--- src/rtl/eprisc_serial_pkg.sv ---
// Shared types for the TTL serial receiver: FSM state encoding, data-bit count and the even-parity check.
package eprisc_serial_pkg;

  typedef enum logic [2:0] {
    ST_IDLE,
    ST_START,
    ST_DATA,
    ST_PARITY,
    ST_STOP,
    ST_BREAK
  } rx_state_e;

  localparam int DATA_BITS = 8;

  // True when data plus received parity bit hold an odd number of ones (even parity violated).
  function automatic logic parity_bad(input logic [DATA_BITS-1:0] data, input logic pbit);
    return ^{data, pbit};
  endfunction

endpackage

--- src/rtl/eprisc_ttl_serial_rx_if.sv ---
// Consumer-side bus of the TTL serial receiver: FIFO head/handshake, occupancy and sticky error flags.
interface eprisc_ttl_serial_rx_if #(
  parameter int FIFO_DEPTH = 16
);
  localparam int CNT_W = $clog2(FIFO_DEPTH) + 1;

  logic [7:0]       oRxData;
  logic             oRxValid;
  logic             iRxReady;
  logic [CNT_W-1:0] oRxCount;
  logic             oRxOverrun;
  logic             oRxFramingError;
  logic             oRxParityError;
  logic             iRxClearErrors;

  modport master (
    output oRxData, oRxValid, oRxCount, oRxOverrun, oRxFramingError, oRxParityError,
    input  iRxReady, iRxClearErrors
  );

  modport slave (
    input  oRxData, oRxValid, oRxCount, oRxOverrun, oRxFramingError, oRxParityError,
    output iRxReady, iRxClearErrors
  );
endinterface

--- src/rtl/eprisc_rx_fifo.sv ---
// 8-bit first-word-fall-through FIFO; arbitrates simultaneous push/pop so a full FIFO can accept a push
// in the same cycle as a pop. FIFO_DEPTH must be a power of two.
module eprisc_rx_fifo #(
  parameter int FIFO_DEPTH = 16
) (
  input  logic                          clk,
  input  logic                          rst_n,
  input  logic                          i_push,
  input  logic [7:0]                    i_push_data,
  input  logic                          i_pop,
  output logic [7:0]                    o_head,
  output logic                          o_full,
  output logic                          o_empty,
  output logic [$clog2(FIFO_DEPTH):0]   o_count
);
  localparam int PW = $clog2(FIFO_DEPTH);

  logic [7:0]    r_mem [FIFO_DEPTH];
  logic [PW-1:0] r_wr_ptr, r_rd_ptr;
  logic [PW:0]   r_count;
  logic          w_push, w_pop;

  assign o_full  = (r_count == (PW+1)'(FIFO_DEPTH));
  assign o_empty = (r_count == '0);
  assign o_count = r_count;
  assign o_head  = o_empty ? 8'h00 : r_mem[r_rd_ptr];

  assign w_pop  = i_pop & ~o_empty;
  assign w_push = i_push & (~o_full | w_pop);

  // NOTE: sequential state is always assigned with <= so every flop samples pre-edge values.
  always_ff @(posedge clk or negedge rst_n) begin
    if (!rst_n) begin
      r_wr_ptr <= '0;
      r_rd_ptr <= '0;
      r_count  <= '0;
    end else begin
      if (w_push) r_wr_ptr <= r_wr_ptr + 1'b1;
      if (w_pop)  r_rd_ptr <= r_rd_ptr + 1'b1;
      case ({w_push, w_pop})
        2'b10:   r_count <= r_count + 1'b1;
        2'b01:   r_count <= r_count - 1'b1;
        default: r_count <= r_count;
      endcase
    end
  end

  // NOTE: storage has no reset; the head is masked to zero while empty, so stale contents never show.
  always_ff @(posedge clk) begin
    if (w_push) r_mem[r_wr_ptr] <= i_push_data;
  end
endmodule

--- src/rtl/eprisc_ttl_serial_rx.sv ---
// TTL serial receive front end: 2-flop synchroniser, 8N1 deserialiser, FWFT byte FIFO, sticky error flags.
// Define EPRISC_TTLSERIAL_PARITY_EN to receive 8E1 frames with a live parity error flag.
module eprisc_ttl_serial_rx
  import eprisc_serial_pkg::*;
#(
  parameter int CLKS_PER_BIT = 16,
  parameter int FIFO_DEPTH   = 16
) (
  input  logic                  iBoardClock,
  input  logic                  iBoardReset,
  input  logic                  iTTLSerialRX,
  eprisc_ttl_serial_rx_if.master rx_bus
);
  localparam int CW = $clog2(CLKS_PER_BIT);
  localparam int BW = $clog2(DATA_BITS);
  localparam int NW = $clog2(FIFO_DEPTH) + 1;
  localparam logic [CW-1:0] HALF_M1  = CW'(CLKS_PER_BIT / 2 - 1);
  localparam logic [CW-1:0] FULL_M1  = CW'(CLKS_PER_BIT - 1);
  localparam logic [BW-1:0] LAST_BIT = BW'(DATA_BITS - 1);

  logic [1:0]           r_sync;
  logic                 r_rxs_prev;
  logic                 w_rxs;
  rx_state_e            r_state, w_state_next;
  logic [CW-1:0]        r_cnt, w_cnt_next;
  logic [BW-1:0]        r_bit, w_bit_next;
  logic [DATA_BITS-1:0] r_shift, w_shift_next;
  logic                 w_push, w_frame_evt, w_overrun_evt;
  logic                 w_full, w_empty;
  logic [NW-1:0]        w_count;
  logic [7:0]           w_head;
  logic                 r_overrun, r_frame_err;
`ifdef EPRISC_TTLSERIAL_PARITY_EN
  logic                 w_parity_evt, r_parity_err;
`endif

  assign w_rxs = r_sync[1];

  always_ff @(posedge iBoardClock or negedge iBoardReset) begin
    if (!iBoardReset) begin
      r_sync     <= 2'b11;
      r_rxs_prev <= 1'b1;
      r_state    <= ST_IDLE;
      r_cnt      <= '0;
      r_bit      <= '0;
      r_shift    <= '0;
    end else begin
      r_sync     <= {r_sync[0], iTTLSerialRX};
      r_rxs_prev <= w_rxs;
      r_state    <= w_state_next;
      r_cnt      <= w_cnt_next;
      r_bit      <= w_bit_next;
      r_shift    <= w_shift_next;
    end
  end

  // NOTE: every output of this block gets a default first, so no path can infer a latch.
  always_comb begin
    w_state_next = r_state;
    w_cnt_next   = r_cnt;
    w_bit_next   = r_bit;
    w_shift_next = r_shift;
    w_push       = 1'b0;
    w_frame_evt  = 1'b0;
`ifdef EPRISC_TTLSERIAL_PARITY_EN
    w_parity_evt = 1'b0;
`endif
    case (r_state)
      ST_IDLE: begin
        if (r_rxs_prev && !w_rxs) begin
          w_state_next = ST_START;
          w_cnt_next   = HALF_M1;
        end
      end
      ST_START: begin
        if (r_cnt != '0) begin
          w_cnt_next = r_cnt - 1'b1;
        end else if (w_rxs) begin
          w_state_next = ST_IDLE;
        end else begin
          w_state_next = ST_DATA;
          w_cnt_next   = FULL_M1;
          w_bit_next   = '0;
        end
      end
      ST_DATA: begin
        if (r_cnt != '0) begin
          w_cnt_next = r_cnt - 1'b1;
        end else begin
          w_shift_next = {w_rxs, r_shift[DATA_BITS-1:1]};
          w_cnt_next   = FULL_M1;
          w_bit_next   = r_bit + 1'b1;
          if (r_bit == LAST_BIT) begin
`ifdef EPRISC_TTLSERIAL_PARITY_EN
            w_state_next = ST_PARITY;
`else
            w_state_next = ST_STOP;
`endif
          end
        end
      end
`ifdef EPRISC_TTLSERIAL_PARITY_EN
      ST_PARITY: begin
        if (r_cnt != '0) begin
          w_cnt_next = r_cnt - 1'b1;
        end else begin
          w_parity_evt = parity_bad(r_shift, w_rxs);
          w_cnt_next   = FULL_M1;
          w_state_next = ST_STOP;
        end
      end
`endif
      ST_STOP: begin
        if (r_cnt != '0) begin
          w_cnt_next = r_cnt - 1'b1;
        end else if (w_rxs) begin
          w_push       = 1'b1;
          w_state_next = ST_IDLE;
        end else begin
          w_frame_evt  = 1'b1;
          w_state_next = ST_BREAK;
        end
      end
      ST_BREAK: begin
        if (w_rxs) w_state_next = ST_IDLE;
      end
      default: w_state_next = ST_IDLE;
    endcase
  end

  eprisc_rx_fifo #(
    .FIFO_DEPTH (FIFO_DEPTH)
  ) u_fifo (
    .clk         (iBoardClock),
    .rst_n       (iBoardReset),
    .i_push      (w_push),
    .i_push_data (r_shift),
    .i_pop       (rx_bus.iRxReady),
    .o_head      (w_head),
    .o_full      (w_full),
    .o_empty     (w_empty),
    .o_count     (w_count)
  );

  // A same-cycle pop frees the slot, so only a push into a full FIFO without a pop is dropped.
  assign w_overrun_evt = w_push & w_full & ~(rx_bus.iRxReady & ~w_empty);

  // A new error event wins over a coincident clear.
  always_ff @(posedge iBoardClock or negedge iBoardReset) begin
    if (!iBoardReset) begin
      r_overrun   <= 1'b0;
      r_frame_err <= 1'b0;
    end else begin
      r_overrun   <= (r_overrun   & ~rx_bus.iRxClearErrors) | w_overrun_evt;
      r_frame_err <= (r_frame_err & ~rx_bus.iRxClearErrors) | w_frame_evt;
    end
  end

`ifdef EPRISC_TTLSERIAL_PARITY_EN
  always_ff @(posedge iBoardClock or negedge iBoardReset) begin
    if (!iBoardReset) r_parity_err <= 1'b0;
    else              r_parity_err <= (r_parity_err & ~rx_bus.iRxClearErrors) | w_parity_evt;
  end
  assign rx_bus.oRxParityError = r_parity_err;
`else
  assign rx_bus.oRxParityError = 1'b0;
`endif

  assign rx_bus.oRxData         = w_head;
  assign rx_bus.oRxValid        = ~w_empty;
  assign rx_bus.oRxCount        = w_count;
  assign rx_bus.oRxOverrun      = r_overrun;
  assign rx_bus.oRxFramingError = r_frame_err;
endmodule

--- src/flat_wrapper.sv ---
// flat-port wrapper written by rule: the top's interface ports become plain ports
module eprisc_ttl_serial_rx_flat import eprisc_serial_pkg::*;
#(
  parameter int CLKS_PER_BIT = 16,
  parameter int FIFO_DEPTH   = 16
)
  (iBoardClock, iBoardReset, iTTLSerialRX, rx_bus_oRxData, rx_bus_oRxValid, rx_bus_oRxCount, rx_bus_oRxOverrun, rx_bus_oRxFramingError, rx_bus_oRxParityError, rx_bus_iRxReady, rx_bus_iRxClearErrors);
  eprisc_ttl_serial_rx_if #(.FIFO_DEPTH(FIFO_DEPTH)) rx_bus_i ();
  input  logic iBoardClock;
  input  logic iBoardReset;
  input  logic iTTLSerialRX;
  output wire logic [$bits(rx_bus_i.oRxData)-1:0] rx_bus_oRxData;
  output wire logic [$bits(rx_bus_i.oRxValid)-1:0] rx_bus_oRxValid;
  output wire logic [$bits(rx_bus_i.oRxCount)-1:0] rx_bus_oRxCount;
  output wire logic [$bits(rx_bus_i.oRxOverrun)-1:0] rx_bus_oRxOverrun;
  output wire logic [$bits(rx_bus_i.oRxFramingError)-1:0] rx_bus_oRxFramingError;
  output wire logic [$bits(rx_bus_i.oRxParityError)-1:0] rx_bus_oRxParityError;
  input wire logic [$bits(rx_bus_i.iRxReady)-1:0] rx_bus_iRxReady;
  input wire logic [$bits(rx_bus_i.iRxClearErrors)-1:0] rx_bus_iRxClearErrors;
  assign rx_bus_oRxData = rx_bus_i.oRxData;
  assign rx_bus_oRxValid = rx_bus_i.oRxValid;
  assign rx_bus_oRxCount = rx_bus_i.oRxCount;
  assign rx_bus_oRxOverrun = rx_bus_i.oRxOverrun;
  assign rx_bus_oRxFramingError = rx_bus_i.oRxFramingError;
  assign rx_bus_oRxParityError = rx_bus_i.oRxParityError;
  assign rx_bus_i.iRxReady = rx_bus_iRxReady;
  assign rx_bus_i.iRxClearErrors = rx_bus_iRxClearErrors;
  eprisc_ttl_serial_rx #(.CLKS_PER_BIT(CLKS_PER_BIT), .FIFO_DEPTH(FIFO_DEPTH)) u_core (.iBoardClock(iBoardClock), .iBoardReset(iBoardReset), .iTTLSerialRX(iTTLSerialRX), .rx_bus(rx_bus_i));
endmodule
--- config.mk ---
export PLATFORM = sky130hd
export DESIGN_NAME = eprisc_ttl_serial_rx_flat
export DESIGN_NICKNAME = d
export VERILOG_FILES = /design/src/rtl/eprisc_serial_pkg.sv /design/src/rtl/eprisc_ttl_serial_rx_if.sv /design/src/rtl/eprisc_rx_fifo.sv /design/src/rtl/eprisc_ttl_serial_rx.sv /design/src/flat_wrapper.sv
export SDC_FILE = /design/constraint.sdc
export NUM_CORES = 1
export LEC_CHECK = 0
export BUFFER_PORTS_ARGS = -buffer_cell sky130_fd_sc_hd__buf_2
export CAP_MARGIN = 20
export CORE_MARGIN = 1.5
export CORE_UTILIZATION = 45
export DETAILED_ROUTE_END_ITERATION = 6
export PLACE_DENSITY_LB_ADDON = 0.1
export SLEW_MARGIN = 15
export SYNTH_ARGS = -nofsm -noshare
export SYNTH_HDL_FRONTEND = slang
export SYNTH_SLANG_ARGS = --single-unit
--- constraint.sdc ---
create_clock -name iBoardClock -period 3.7 [get_ports iBoardClock]
set_input_delay 0.74 -clock iBoardClock [delete_from_list [all_inputs] [get_ports iBoardClock]]
set_output_delay 0.74 -clock iBoardClock [all_outputs]
set_load 0.05 [all_outputs]
## After elaboration in Yosys (flattened, before gate mapping)

Memory sizes are Yosys's and may differ from the RTL's.
Index checks and enable logic that the tools add are counted.

- Flip-flop bits (word level): 36
- Logic and storage cells: 90
- Latch bits: 0
- RAM bits: 128
- Memories: 1
- Bits in read-only memories: 0
- Output and inout bits: 17
- Input bits: 5

- Reductions and logical operators: 12
- Divide/modulo/power cells: 0
- Eq/ne operators: 17
- Muxes and demuxes: 29
- Shift operators: 0
- $lt $le $gt $ge: 0
- Multipliers: 0
- Add/sub/neg operators: 6
- Bitwise gates (word level): 14

Memory list:

| name | words | width | read ports | clocked after Yosys merged registers in | wr ports | line | source |
|---|---|---|---|---|---|---|---|
| u_core.u_fifo.r_mem | 16 | 8 | 1 | 0 | 1 | eprisc_rx_fifo.sv:18 | `logic [7:0] r_mem [FIFO_DEPTH];` |

Operators with widths:

| operator | number |
|---|---|
| $mux 3 | 10 |
| $mux 4 | 5 |
| $pmux 4 s4 | 1 |
| $pmux 3 s5 | 1 |
| $pmux 5 s2 | 1 |
| $eq 3x3->1 const B | 3 |
| $add 4x1->4 const B | 2 |
| $mux 1 | 8 |
| $mux 8 | 1 |
| $ne 2x1->1 const B | 4 |
| $ne 2x2->1 const B | 4 |
| $reduce_and 4->1 | 2 |
| $reduce_bool 4->1 | 2 |
| $and 1x1->1 | 6 |
| $pmux 3 s2 | 1 |
| $reduce_and 6->1 | 1 |
| $add 5x1->5 const B | 1 |
| $eq 5x5->1 const B | 1 |
| $logic_not 5->1 | 1 |
| $not 1->1 | 5 |
| $sub 5x1->5 const B | 1 |
| $reduce_bool 2->1 | 2 |
| $sub 4x1->4 const B | 1 |
| $add 3x1->3 const B | 1 |
| 11 further kinds | 13 |

## Depth between registers and ports, before layout

- Depth after elaboration: 7
- Depth in mapped cells: 11
- Mapped depth without buffers: 10

## Cells and area by module

From an unflattened synthesis, not the netlist that was laid out.

- Cells, all modules: 405
- Area total of the unflattened synthesis: 7033.0 µm²

Modules (own cells, without submodules):

| module | cells an instance | area each (µm²) | instances | seq. area each (µm²) |
|---|---|---|---|---|
| eprisc_rx_fifo | 302 | 5878.1 | 1 | 4169.0 |
| eprisc_ttl_serial_rx | 103 | 1154.9 | 1 | 579.3 |

## Worst setup path after synthesis

No wires, ideal clock.

- Path type: register to output
- Start: register u_core.u_fifo.r_count[1] (netlist: u_core.u_fifo.o_count[1])
- End: output rx_bus_oRxData[6]
- Path slack: 0.458 ns
- Arrival time: 2.502 ns
- Buffers on the path: 1
- Stages on the path, launching flop included: 6
- Data required time: 2.960 ns
- Cells stage by stage: dfrtp_1 buf_2 nor4_2 nand2b_1 nand2_1 o22ai_1

- Cells in the longest elaborated chain, start to end: 2

Ends and longest elaborated chain:

| what | line | source |
|---|---|---|
| start: declaration | eprisc_rx_fifo.sv:20 | `logic [PW:0] r_count;` |
| start signal: assignment | eprisc_rx_fifo.sv:41 | `2'b10: r_count <= r_count + 1'b1;` |
| start signal: assignment | eprisc_rx_fifo.sv:42 | `2'b01: r_count <= r_count - 1'b1;` |
| start signal: assignment | eprisc_rx_fifo.sv:43 | `default: r_count <= r_count;` |
| $logic_not 5->1 | eprisc_rx_fifo.sv:24 | `assign o_empty = (r_count == '0);` |
| $mux 8 | eprisc_rx_fifo.sv:26 | `assign o_head = o_empty ? 8'h00 : r_mem[r_rd_ptr];` |
| end: declaration | flat_wrapper.sv:12 | `output wire logic [$bits(rx_bus_i.oRxData)-1:0] rx_bus_oRxData;` |

Every way passes these cells.

## Worst setup path after layout

Same ends and word-level chain as after synthesis.

==> impl_metrics.tcl <==
set metrics [dict create \
    status "completed" \
    netlist_instances 398 \
    crit_fanout 10 \
    post_route_cells_drive_above_1_share_pct 25.4 \
    path_class "flip-flop to output pin" \
    postCtsHoldBufs 0 \
    yosysWarnings 0 \
    diodes 0 \
    grt_pass1_vias 3677 \
    drc 0 \
    stdcell_count 629 \
    clock.fmax_mhz 320 \
    hp-class "flip-flop to flip-flop" \
    hpwlAfterDp_um 8520 \
    grt-ovfl-total 0 \
    syn_avg_cell_area_um2 17.2 \
    syn-cell-area_um2 6830 \
    ys_ff_latch 164 \
    cp-start-kind "flip-flop" \
    syn-num-nets 413 \
    die-area_um2 15900 \
    worstPathArrival_ns 2.38 \
    clock_path_buffers 2 \
    leakage_nw 2.75 \
    grt_antenna_before_repair 0 \
    nets 447 \
    ctsResizeCount 0 \
    root_buffer "clkbuf_16" \
    coreArea_um2 14700 \
    synthArstFlopShare_pct 22.0 \
    htreeDepth 4 \
    initial_core_util_pct 46.5 \
    fp.dieW_um 126 \
    fin_skew_ns 0.00831 \
    grt_pass1_wl_um 21100 \
    tns_ns 0 \
    yosysSeqAreaShare_pct 69.5 \
    ys_top_cells_by_area "edfxtp_1, dfrtp_1, mux4_2, mux2i_1, ha_1" \
    final_area_um2 7750 \
    place.gp.congestion 0.795 \
    finalSetupViolCount 0 \
    grt_max_degree 37 \
    worst_pin_slew_ns 0.850 \
    io_buffers 20 \
    critPathRequiredTime_ns 2.96 \
    grt_use_total_pct 18.3 \
    worst_slack_ns 0.579 \
    numCtsBuffers 17 \
    hold_ws_ns 0.355 \
    period_share_pct 84.4 \
    worst_setup_path_end_kind "output pin" \
    clock_latency_ns 0.42 \
    drtIter0Drc 271 \
    dpl_worst_slack_ns 0.723 \
    rsz0062_at_grt "no" \
    cts_tree "done" \
    yosys.area.top_type "edfxtp_1" \
    placed_cells 597 \
    synth_top_area_share_pct 56.3 \
    ios 22 \
    area_growth_pct 13.5 \
    drv_cap 0 \
    wire_per_inst_um 21.0 \
    period_needed_ns 3.12 \
    ys_types 49 \
    utilization_pct 52.7 \
    hold_viol 0 \
    place_area_um2 7210 \
    p_per_area_nw_per_um2 661 \
    rows 44 \
    vias_per_cell 5.60 \
    irDropWorstVdd_mv 0.308 \
    routed_wl_um 13200 \
    postCtsSetupRepairBufs 0 \
    drtAntennaViolNets 0 \
    cts.clk_slew.worst_paths_ns 0.06 \
    drv_slew 0 \
    die_h_um 126 \
    slew_headroom_pct 43.3 \
    synth_edf_count 128 \
    synth_top_flop_cell "edfxtp_1" \
    vias 3523 \
    firstDrtPassIters 4 \
    cts.sinks 164 \
    power_mw 5.13 \
]
==> layer usage <==
metal	vias to the layer above	wire length [um]	track usage (%)
li1	1641	-	-
met1	1823	5910	24.5
met2	50	6730	29.8
met3	9	422	4.38
met4	0	144	6.29
met5	-	0	0
==> cell families after synthesis <==
group / share of synthesized area (%)
simple gates: 6.34
flops: 69.5
mux: 14.8
xor+xnor: 1.41
other cells: 0.0549
compound gates: 4.12
buf+inv: 1.92
fa+ha+maj: 1.83
==> power by group <==
part / total, mW / internal (mW) / switching [mW]
sequential: 2.23 / 2.05 / 0.178
combinational: 1.29 / 0.511 / 0.783
clock: 1.60 / 0.915 / 0.687
==> path summary, 6_finish.rpt <==
kind / from / endpoint / slack (ns) / depth (start not counted)
setup / recovery: u_core.u_fifo.o_count[1] / rx_bus_oRxData[6] / 0.58 / 5
hold / removal: u_core.r_sync[0] / u_core.r_sync[1] / 0.36 / 0
setup reg to reg: u_core.r_cnt[0] / u_core.u_fifo.o_count[4] / 0.70 / 9
hold reg to reg: u_core.r_sync[0] / u_core.r_sync[1] / 0.36 / 0
max in group asynchronous: iBoardReset / u_core.u_fifo.r_rd_ptr[0] / 2.73 / 1
min in group asynchronous: iBoardReset / u_core.r_state[1] / 0.41 / 1
==> placed cells by master (no fill, tap or decap), types with 2 or more instances in the layout <==
cell / Yosys / routed
edfxtp_1: 128 / 128
mux4_2: 32 / 32
dfrtp_1: 33 / 32
nor2_1: 20 / 20
buf_2: 6 / 20
mux2i_1: 17 / 17
clkbuf_16: 0 / 17
buf_4: 1 / 16
nand2_1: 14 / 14
o22ai_1: 12 / 12
nor3_1: 12 / 12
inv_1: 10 / 10
ha_1: 10 / 10
xnor2_1: 8 / 8
mux2_2: 8 / 8
a21oi_1: 7 / 7
clkinvlp_4: 0 / 6
nand2b_1: 5 / 5
o21ai_0: 5 / 5
nor3b_1: 4 / 4
nand4_1: 4 / 4
clkinv_1: 0 / 4
or4_1: 3 / 3
xor2_1: 3 / 3
and2_1: 3 / 3
and3_1: 3 / 3
dfstp_2: 3 / 3
or3b_1: 2 / 2
nor2b_1: 2 / 2
o32ai_1: 2 / 2
nand3_1: 2 / 2
a31oi_1: 2 / 2
mux2_4: 2 / 2
a2111oi_0: 2 / 2
or3_1: 2 / 2
o31ai_1: 2 / 2
==> worst max-delay path, cell delays in order, from the launching register on <==
cell and delay [ns]:
dfrtp_1 0.49, nor4_2 0.53, nand2b_1 0.23, nand2_1 0.30
o22ai_1 0.17, buf_2 0.24
==> flip-flops by register name, summed over array words and instances (netlist names), 2 cells and up <==
register and flops:
u_core.r_shift 8, u_core.u_fifo.r_wr_ptr 4, u_core.r_state 3, u_core.r_bit 3
u_core.r_cnt 4, u_core.u_fifo.r_rd_ptr 4, u_core.u_fifo.o_count 5, u_core.u_fifo.r_mem 128
u_core.r_sync 2
==> cell usage after synthesis (all sizes together) (3+ instances only) <==
master   number
edfxtp      128
dfrtp        33
mux4         32
nor2         20
mux2i        17
nand2        14
clkbuf       12
nor3         12
o22ai        12
buf          10
ha           10
inv          10
mux2         10
xnor2         8
a21oi         7
o21ai         6
nand2b        5
nand4         4
nor3b         4
a2111oi       3
and2          3
and3          3
dfstp         3
or4           3
xor2          3
==> final cells by class <==
cell class / count / area [um2]
Tap cell: 184 / 230
Fill cell: 1197 / 6950
Inverter: 10 / 37.5
Multi-Input combinational cell: 202 / 1950
Timing Repair Buffer: 37 / 240
Clock buffer: 18 / 429
Clock inverter: 14 / 113
Sequential cell: 164 / 4750
(Power assumes the default switching activity.)
